### src/rtl/mem_access_pkg.sv
// mem_access_pkg: shared FSM state type, request-size encodings and alignment
// helper for the MEM-stage load/store unit.
package mem_access_pkg;

    typedef enum logic [1:0] {
        ST_IDLE   = 2'd0,
        ST_ACCESS = 2'd1,
        ST_MERGE  = 2'd2,
        ST_RESP   = 2'd3
    } mau_state_t;

    localparam logic [1:0] SIZE_B = 2'b00;
    localparam logic [1:0] SIZE_H = 2'b01;
    localparam logic [1:0] SIZE_W = 2'b10;

    localparam int WORD_SHIFT = 2;

    // Reserved size encoding is treated as misaligned so it takes the error path.
    function automatic logic is_misaligned(input logic [1:0] size, input logic [1:0] off);
        case (size)
            SIZE_B:  return 1'b0;
            SIZE_H:  return off[0];
            SIZE_W:  return |off;
            default: return 1'b1;
        endcase
    endfunction

endpackage

### src/rtl/mem_lane_align.sv
// mem_lane_align: combinational little-endian lane extraction for loads and
// lane merge for sub-word stores.
module mem_lane_align
    import mem_access_pkg::*;
#(
    parameter int WIDTH = 32
) (
    input  logic [WIDTH-1:0] i_rd,
    input  logic [1:0]       i_off,
    input  logic [1:0]       i_size,
    input  logic             i_unsigned,
    input  logic [WIDTH-1:0] i_wdata,
    output logic [WIDTH-1:0] o_load,
    output logic [WIDTH-1:0] o_merged
);

    logic [7:0]  w_byte;
    logic [15:0] w_half;
    logic [4:0]  w_byte_lsb;
    logic [4:0]  w_half_lsb;

    assign w_byte_lsb = {i_off, 3'b000};
    assign w_half_lsb = {i_off[1], 4'b0000};
    assign w_byte     = i_rd[w_byte_lsb +: 8];
    assign w_half     = i_rd[w_half_lsb +: 16];

    always_comb begin
        o_load   = i_rd;
        o_merged = i_wdata;
        case (i_size)
            SIZE_B: begin
                o_load = i_unsigned ? {{(WIDTH-8){1'b0}}, w_byte}
                                    : {{(WIDTH-8){w_byte[7]}}, w_byte};
                o_merged = i_rd;
                o_merged[w_byte_lsb +: 8] = i_wdata[7:0];
            end
            SIZE_H: begin
                o_load = i_unsigned ? {{(WIDTH-16){1'b0}}, w_half}
                                    : {{(WIDTH-16){w_half[15]}}, w_half};
                o_merged = i_rd;
                o_merged[w_half_lsb +: 16] = i_wdata[15:0];
            end
            default: begin
                o_load   = i_rd;
                o_merged = i_wdata;
            end
        endcase
    end

endmodule

### src/rtl/mem_access_unit.sv
// mem_access_unit: MEM-stage load/store initiator driving a word-addressed data
// memory. Sub-word accesses exist only when MEM_ACCESS_SUBWORD_EN is defined.
//
// state  | meaning
// IDLE   | ready for a request; memory port quiet, mem_A holds
// ACCESS | memory addressed; load captured, word store written, or RMW word built
// MERGE  | merged sub-word store word written back
// RESP   | one-cycle response strobe
module mem_access_unit
    import mem_access_pkg::*;
#(
    parameter int WIDTH = 32,
    parameter int DEPTH = 100
) (
    input  logic             CLK,
    input  logic             RST,
    input  logic             req_valid,
    output logic             req_ready,
    input  logic             req_store,
    input  logic [1:0]       req_size,
    input  logic             req_unsigned,
    input  logic [WIDTH-1:0] req_addr,
    input  logic [WIDTH-1:0] req_wdata,
    output logic             rsp_valid,
    output logic [WIDTH-1:0] rsp_rdata,
    output logic             rsp_err,
    output logic             stall,
    output logic [WIDTH-1:0] mem_A,
    output logic [WIDTH-1:0] mem_WD,
    output logic             mem_WE,
    input  logic [WIDTH-1:0] mem_RD
);

    localparam int               WW      = WIDTH - WORD_SHIFT;
    localparam logic [WIDTH-1:0] DEPTH_W = WIDTH'(DEPTH);

    mau_state_t       r_state;
    mau_state_t       w_state_nxt;
    logic             r_store;
    logic             r_err;
    logic [WIDTH-1:0] r_mem_a;
    logic [WIDTH-1:0] r_wd;
    logic [WIDTH-1:0] r_rdata;

    logic [WW-1:0]    w_req_word;
    logic             w_accept;
    logic             w_out_of_range;
    logic             w_req_err;
    logic             w_sub;
    logic             w_mem_we;
    logic [WIDTH-1:0] w_load;
    logic [WIDTH-1:0] w_merged;

    assign w_req_word     = req_addr[WIDTH-1:WORD_SHIFT];
    assign w_accept       = req_valid && (r_state == ST_IDLE);
    assign w_out_of_range = ({{WORD_SHIFT{1'b0}}, w_req_word} >= DEPTH_W);

`ifdef MEM_ACCESS_SUBWORD_EN
    logic [1:0] r_size;
    logic [1:0] r_off;
    logic       r_unsigned;

    assign w_req_err = is_misaligned(req_size, req_addr[WORD_SHIFT-1:0]) || w_out_of_range;
    assign w_sub     = (r_size != SIZE_W);

    always_ff @(posedge CLK or negedge RST) begin
        if (!RST) begin
            r_size     <= SIZE_W;
            r_off      <= 2'b00;
            r_unsigned <= 1'b0;
        end else if (w_accept) begin
            r_size     <= req_size;
            r_off      <= req_addr[WORD_SHIFT-1:0];
            r_unsigned <= req_unsigned;
        end
    end

    mem_lane_align #(
        .WIDTH      (WIDTH)
    ) u_lane_align (
        .i_rd       (mem_RD),
        .i_off      (r_off),
        .i_size     (r_size),
        .i_unsigned (r_unsigned),
        .i_wdata    (r_wd),
        .o_load     (w_load),
        .o_merged   (w_merged)
    );
`else
    logic w_unused;

    // Word-only build: anything other than an aligned word is an error.
    assign w_unused  = req_unsigned;
    assign w_req_err = (req_size != SIZE_W) || (|req_addr[WORD_SHIFT-1:0]) || w_out_of_range;
    assign w_sub     = 1'b0;
    assign w_load    = mem_RD;
    assign w_merged  = r_wd;
`endif

    always_ff @(posedge CLK or negedge RST) begin
        if (!RST) begin
            r_state <= ST_IDLE;
        end else begin
            r_state <= w_state_nxt;
        end
    end

    always_comb begin
        w_state_nxt = r_state;
        w_mem_we    = 1'b0;
        case (r_state)
            ST_IDLE: begin
                if (w_accept) begin
                    w_state_nxt = ST_ACCESS;
                end
            end
            ST_ACCESS: begin
                w_mem_we = r_store && !r_err && !w_sub;
                if (r_store && !r_err && w_sub) begin
                    w_state_nxt = ST_MERGE;
                end else begin
                    w_state_nxt = ST_RESP;
                end
            end
            ST_MERGE: begin
                w_mem_we    = 1'b1;
                w_state_nxt = ST_RESP;
            end
            ST_RESP: begin
                w_state_nxt = ST_IDLE;
            end
            default: begin
                w_state_nxt = ST_IDLE;
            end
        endcase
    end

    // mem_WD carries the raw store data until ACCESS replaces it with the merged word.
    always_ff @(posedge CLK or negedge RST) begin
        if (!RST) begin
            r_store <= 1'b0;
            r_err   <= 1'b0;
            r_mem_a <= '0;
            r_wd    <= '0;
            r_rdata <= '0;
        end else begin
            if (w_accept) begin
                r_store <= req_store;
                r_err   <= w_req_err;
                r_mem_a <= {{WORD_SHIFT{1'b0}}, w_req_word};
                r_wd    <= req_wdata;
            end
            if (r_state == ST_ACCESS) begin
                r_rdata <= (!r_store && !r_err) ? w_load : '0;
                if (r_store && !r_err && w_sub) begin
                    r_wd <= w_merged;
                end
            end
        end
    end

    assign req_ready = (r_state == ST_IDLE);
    assign stall     = !req_ready;
    assign rsp_valid = (r_state == ST_RESP);
    assign rsp_err   = rsp_valid && r_err;
    assign rsp_rdata = r_rdata;
    assign mem_A     = r_mem_a;
    assign mem_WD    = r_wd;
    assign mem_WE    = w_mem_we;

endmodule
### config.mk
export PLATFORM = sky130hd
export DESIGN_NAME = mem_access_unit
export DESIGN_NICKNAME = d
export VERILOG_FILES = /design/src/rtl/mem_access_pkg.sv /design/src/rtl/mem_lane_align.sv /design/src/rtl/mem_access_unit.sv
export SDC_FILE = /design/constraint.sdc
export NUM_CORES = 1
export LEC_CHECK = 0
export CORE_ASPECT_RATIO = 0.75
export CORE_MARGIN = 2
export CORE_UTILIZATION = 36
export DETAILED_ROUTE_END_ITERATION = 8
export GPL_TIMING_DRIVEN = 1
export HOLD_SLACK_MARGIN = 0.1
export PLACE_DENSITY = 0.77
export SYNTH_ARGS = -nofsm -noshare
export SYNTH_HDL_FRONTEND = slang
export SYNTH_SLANG_ARGS = --single-unit
### constraint.sdc
create_clock -name CLK -period 1.4 [get_ports CLK]
set_input_delay 0.28 -clock CLK [delete_from_list [all_inputs] [get_ports CLK]]
set_output_delay 0.28 -clock CLK [all_outputs]
set_load 0.05 [all_outputs]
== Word level (Yosys, flattened, before mapping) ==
Cells that the tools add are included.

* Register bits: 98
* Word-level logic and storage cells: 28
* Output and inout port bits: 101

* Reductions and logical operators: 12
* Magnitude comparators: 1
* Muxes and demuxes: 4
* Equal/unequal tests: 5

{| class="wikitable"
|+ Operators by type and width
! kind !! number
|-
| 32-bit two-way mux || 1
|-
| 30-bit by 7-bit >= comparator with 1-bit output, second input constant || 1
|-
| 2-bit one-hot mux with 3 select lines || 1
|-
| 2-bit == test, second input constant || 2
|-
| 1-bit logical AND || 4
|-
| 2-bit OR reduction || 2
|-
| 1-bit zero test || 3
|-
| 2-bit by 1-bit == test with 1-bit output, second input constant || 1
|-
| 2-bit zero test || 1
|-
| 1-bit logical OR || 2
|-
| 2-bit two-way mux || 1
|-
| 2-bit by 1-bit inequality test with 1-bit output, second input constant || 1
|-
| 2-bit inequality test, second input constant || 1
|-
| 1-bit one-hot mux with 2 select lines || 1
|}

== Logic depth before layout (Yosys ltp) ==
* Depth after elaboration: 4
* Depth in mapped cells: 7
* Depth with buffers taken out: 5

== Worst setup path before layout ==
No wires, ideal clock.

* Path kind: register -> register
* Start: register r_state[0]
* End: register r_err
* Setup slack: -0.478 ns
* Library setup time: 0.130 ns
* Arrival: 1.748 ns
* Data required time: 1.270 ns
* Stages on the path, launching flop included: 8
* Path buffers: 2
* Path through: dfrtp_1 inv_1 ha_1 nand2_1 buf_6 buf_6 nor4_1 a21oi_1

* Word-level cells in the longest chain between the ends: 2

{| class="wikitable"
|+ RTL lines
! element !! RTL line !! source
|-
| start, declared || mem_access_unit.sv:37 || <nowiki>mau_state_t r_state;</nowiki>
|-
| start signal, assigned || mem_access_unit.sv:104 || <nowiki>r_state <= w_state_nxt;</nowiki>
|-
| 2-bit zero test || - ||
|-
| net req_ready || mem_access_unit.sv:18 || <nowiki>output logic req_ready,</nowiki>
|-
| 1-bit logical AND || mem_access_unit.sv:55 || <nowiki>assign w_accept = req_valid && (r_state == ST_IDLE);</nowiki>
|-
| end signal, assigned || mem_access_unit.sv:149 || <nowiki>r_err <= w_req_err;</nowiki>
|-
| end, declared || mem_access_unit.sv:40 || <nowiki>logic r_err;</nowiki>
|}

The timed path passes the listed nets, and every way through them passes these cells.
A chain may end at the register's enable or synchronous reset.

== Final worst setup path ==
* Start: register r_state[0]
* End: output port mem_WE

* Word-level cells in the longest chain between the ends: 2
* Elaborated cells on any way between the ends: 3

{| class="wikitable"
|+ RTL lines
! element !! RTL line !! source
|-
| 2-bit == test / 2-bit by 1-bit == test with 1-bit output (equally long branches) || mem_access_unit.sv:111 || <nowiki>case (r_state)</nowiki>
|-
| 1-bit one-hot mux with 2 select lines (*) || mem_access_unit.sv:111 ||
|-
| end, declared || mem_access_unit.sv:30 || <nowiki>output logic mem_WE,</nowiki>
|}

Every way passes the cells marked *; elsewhere a longest branch is shown, timed or not.

==> results.txt <==
The number of failing setup endpoints in the final timing report is 100, and the number of DRC markers in iteration 0 is 96. The switching power as a share of total power works out to 0.409. The mean area per synthesized cell works out to 12.9 um^2.

The logs give 0.34 ns for the later-pin clock latency in the skew report and 0.626 for the sequential fraction of the synthesis area. OpenSTA, run right after detailed placement, puts the worst setup slack at -0.283 ns. The net load switching power is 7.44 mW. The number of top-level design ports is 204, and the detail-routed via count per cell is 4.81. The setup slack after layout is -0.297 ns.

Final standard cell utilization of the core: 0.791. Setup repair after global routing could not meet its margin everywhere. The post-layout instance area was 8260 um^2; the number of antenna violations at the first check in global routing was 0.

Once placement finished, the instance area stood at 7160 um^2. The total congestion overflow is 0, and the height of the chip is 94.4 um. Synthesis instantiated 25 different standard cells from the library. The post-route fraction of the period consumed by the critical path works out to 1.21.

Leaving out fill and tap cells, the most frequent cell in the layout is sky130_fd_sc_hd__buf_12. The post-route clock skew came out at 0.00594 ns. For this run, the number of Yosys warnings is 0. Die extent in x: 124 um. In this run the most critical hold path is launched from mem_RD[21]. The worst setup path is captured at an output pin.

The routability congestion estimate was 0.763. The logs give 641 for the number of cells after detailed placement and 0 for the number of max-slew violations in the final report. The routed wirelength normalized by instance count is 19.2 um, and the maximum fanout count along the critical path is 4. At the pin with the least slew margin, the transition time is 0.518 ns. The floorplan has 32 rows. The tree built by TritonCTS fans out to 98 sinks. The starting utilization of the core area is 0.375, and the flop-to-flop setup slack is -0.22 ns. The required arrival time at the worst endpoint is 1.12 ns, and the power density over the cells is 2200 nW/um^2. The run gives 0.606 as the proportion of power drawn by combinational gates. TritonCTS built the clock tree.

The time the worst path needs with I/O delays and setup was 1.70 ns. The logs give 13200 um for the final wirelength and 0 for the count of endpoints failing hold in the final timing report. The worst register-to-register path begins at r_state[0]. Clock-pin slew was measured on the worst setup and hold paths at 0.07 ns.

Number of H-tree branching levels: 3. The floorplan die area is 11700 um^2. Summing over every cut layer, the via total after detailed routing is 3303. The final reports fail on setup timing. STA classifies the critical path startpoint as a flop. The wire length of the first global-routing pass is 19600 um. Area of the core: 10500 um^2. The number of nets with antenna violations after routing was 0; the number of synthesized register bits was 98. The logs give 3.73 nW for the static leakage and 0.498 ns for the worst hold margin. The worst setup path is of the reg -> out kind.

The run gives 2 as the largest buffer count on any clock path. The proportion of power drawn by the clock network came out at 0.125. IR analysis of the VDD net gives a maximum drop of 1.50 mV. Once layout is complete, the cells apart from fillers number 687. In the layout the commonest cells are sky130_fd_sc_hd__buf_12, sky130_fd_sc_hd__clkdlybuf4s50_1, sky130_fd_sc_hd__dfrtp_1, sky130_fd_sc_hd__mux2_2, sky130_fd_sc_hd__inv_1.

The worst hold path belongs to the class in -> reg. The run gives 304 as the post-synthesis cell count. The tools report the total of max-cap violations as 0.

For the net count of the finished layout, the log shows 654. The sequential fraction of design power came out at 0.269. Tracing the worst setup path back leads to its startpoint at r_state[0]. The via count of the first global-routing pass was 3565; the overall global routing resource usage was 0.220. Worst slew margin relative to its limit: 0.655.

Port buffering added 200 buffers. Signal arrival time at the worst endpoint: 1.42 ns. Share of post-route cells with drive strength above 1: 0.532. The internal portion of the total power is 10.7 mW. Detailed placement ended at an HPWL of 8360 um. Static timing analysis puts the maximum clock frequency at 589 MHz. The logs give -12.11 ns for the sum of negative setup slack and 4 for the count of TritonRoute iterations in the first routing pass. After synthesis the cells add up to 3920 um^2.

The maximum number of pins on one net before global-route repair came out at 99. The run finished, with violations left. Clock tree synthesis selected as its root buffer the cell sky130_fd_sc_hd__clkbuf_16. The number of clock buffers added by TritonCTS is 9. The logs give 0 for the remaining design rule violation count and 18.2 mW for the power consumption. 0 antenna diodes ended up in the layout. From synthesis to final layout, the design area changed by 111%.
-- cell families (layout without fill, tap and decap cells) --
| logic type | count (synthesis) | after routing | share of synthesized area |
|---|---|---|---|
| and+or+nand+nor | 49 | 49 | 0.0591 |
| adders and majority gates | 5 | 5 | 0.0160 |
| other | 1 | 2 | 0.000957 |
| DFF | 98 | 98 | 0.626 |
| AOI/OAI and AO/OA | 37 | 37 | 0.0489 |
| buffers and inverters | 51 | 297 | 0.0683 |
| muxes | 63 | 63 | 0.181 |
-- power by group through the flow --
stage | combinational (mW) | clock (mW) | sequential (mW)
6_report | 11.0 | 2.26 | 4.89
5_1_grt | 11.4 | 2.48 | 5.00
4_1_cts | 10.9 | 2.34 | 4.86
3_5_place_dp | 10.0 | 0 | 4.88
3_3_place_gp | 9.90 | 0 | 4.80
2_1_floorplan | 1.82 | 0 | 7.53
-- critical path, cell delays in order, from the launching register on --
cell	delay, ns
sky130_fd_sc_hd__dfrtp_2	0.45
sky130_fd_sc_hd__inv_4	0.07
sky130_fd_sc_hd__ha_4	0.26
sky130_fd_sc_hd__nor2b_4	0.16
sky130_fd_sc_hd__buf_12	0.14
-- registers in the layout, summed over array words and instances, names as in the netlist --
| name | flops |
|---|---|
| mem_WD | 32 |
| mem_A | 30 |
| r_err | 1 |
| r_store | 1 |
| rsp_rdata | 32 |
| r_state | 2 |
-- path summary, 6_finish.rpt --
path / end / cells after the start
max reg2reg: mem_A[9] / 7
min: rsp_rdata[21] / 3
min in group asynchronous: rsp_rdata[16] / 3
min reg2reg: rsp_rdata[22] / 2
max: mem_WE / 4
max in group asynchronous: r_state[0] / 3
-- layout make-up --
cell class,instances,area [um^2]
well taps,136,170
inverters,36,140
repair buffers,245,3590
clock inverters,6,43.8
clock buffers,10,229
flip-flops and latches,98,2450
multi-input cells,156,1640
fillers,607,2190
-- Yosys cell counts (all sizes together) --
library cell | n | share of area
dfrtp | 98 | 0.63
ha | 5 | 0.016
inv | 36 | 0.034
o21ai | 33 | 0.042
nand3 | 1 | 0.0013
a21oi | 2 | 0.0026
nor3 | 1 | 0.0013
nor4b | 1 | 0.0022
nor4 | 6 | 0.0096
conb | 1 | 0.00096
nor3b | 1 | 0.0048
nor2 | 1 | 0.00096
o311a | 1 | 0.0026
nand2 | 34 | 0.033
nand2b | 1 | 0.0016
a31oi | 1 | 0.0016
mux2 | 63 | 0.18
buf | 12 | 0.031
nand4 | 1 | 0.0016
clkbuf | 3 | 0.0029
and2 | 1 | 0.0016
nor2b | 1 | 0.0016
-- per-layer routing --
metal | routed length [um] | GRT usage | up-vias | part of all wire
met2 | 6900 | 0.393 | 150 | 0.52
met1 | 5070 | 0.256 | 1644 | 0.38
met4 | 163 | 0.0609 | 0 | 0.012
met5 | 0 | 0 | - | 0
li1 | - | - | 1492 | -
met3 | 1060 | 0.0765 | 17 | 0.080
-- timing repair --
item,4_1_cts,5_1_grt
endpoints found under the setup margin,98,103
pin swaps,20,18
buffers inserted,19,10
resized for setup,99,71
gates cloned,10,1
hold endpoints to repair,98,0
hold buffers,1,0
Note: power is estimated with default switching activity, not from simulation.
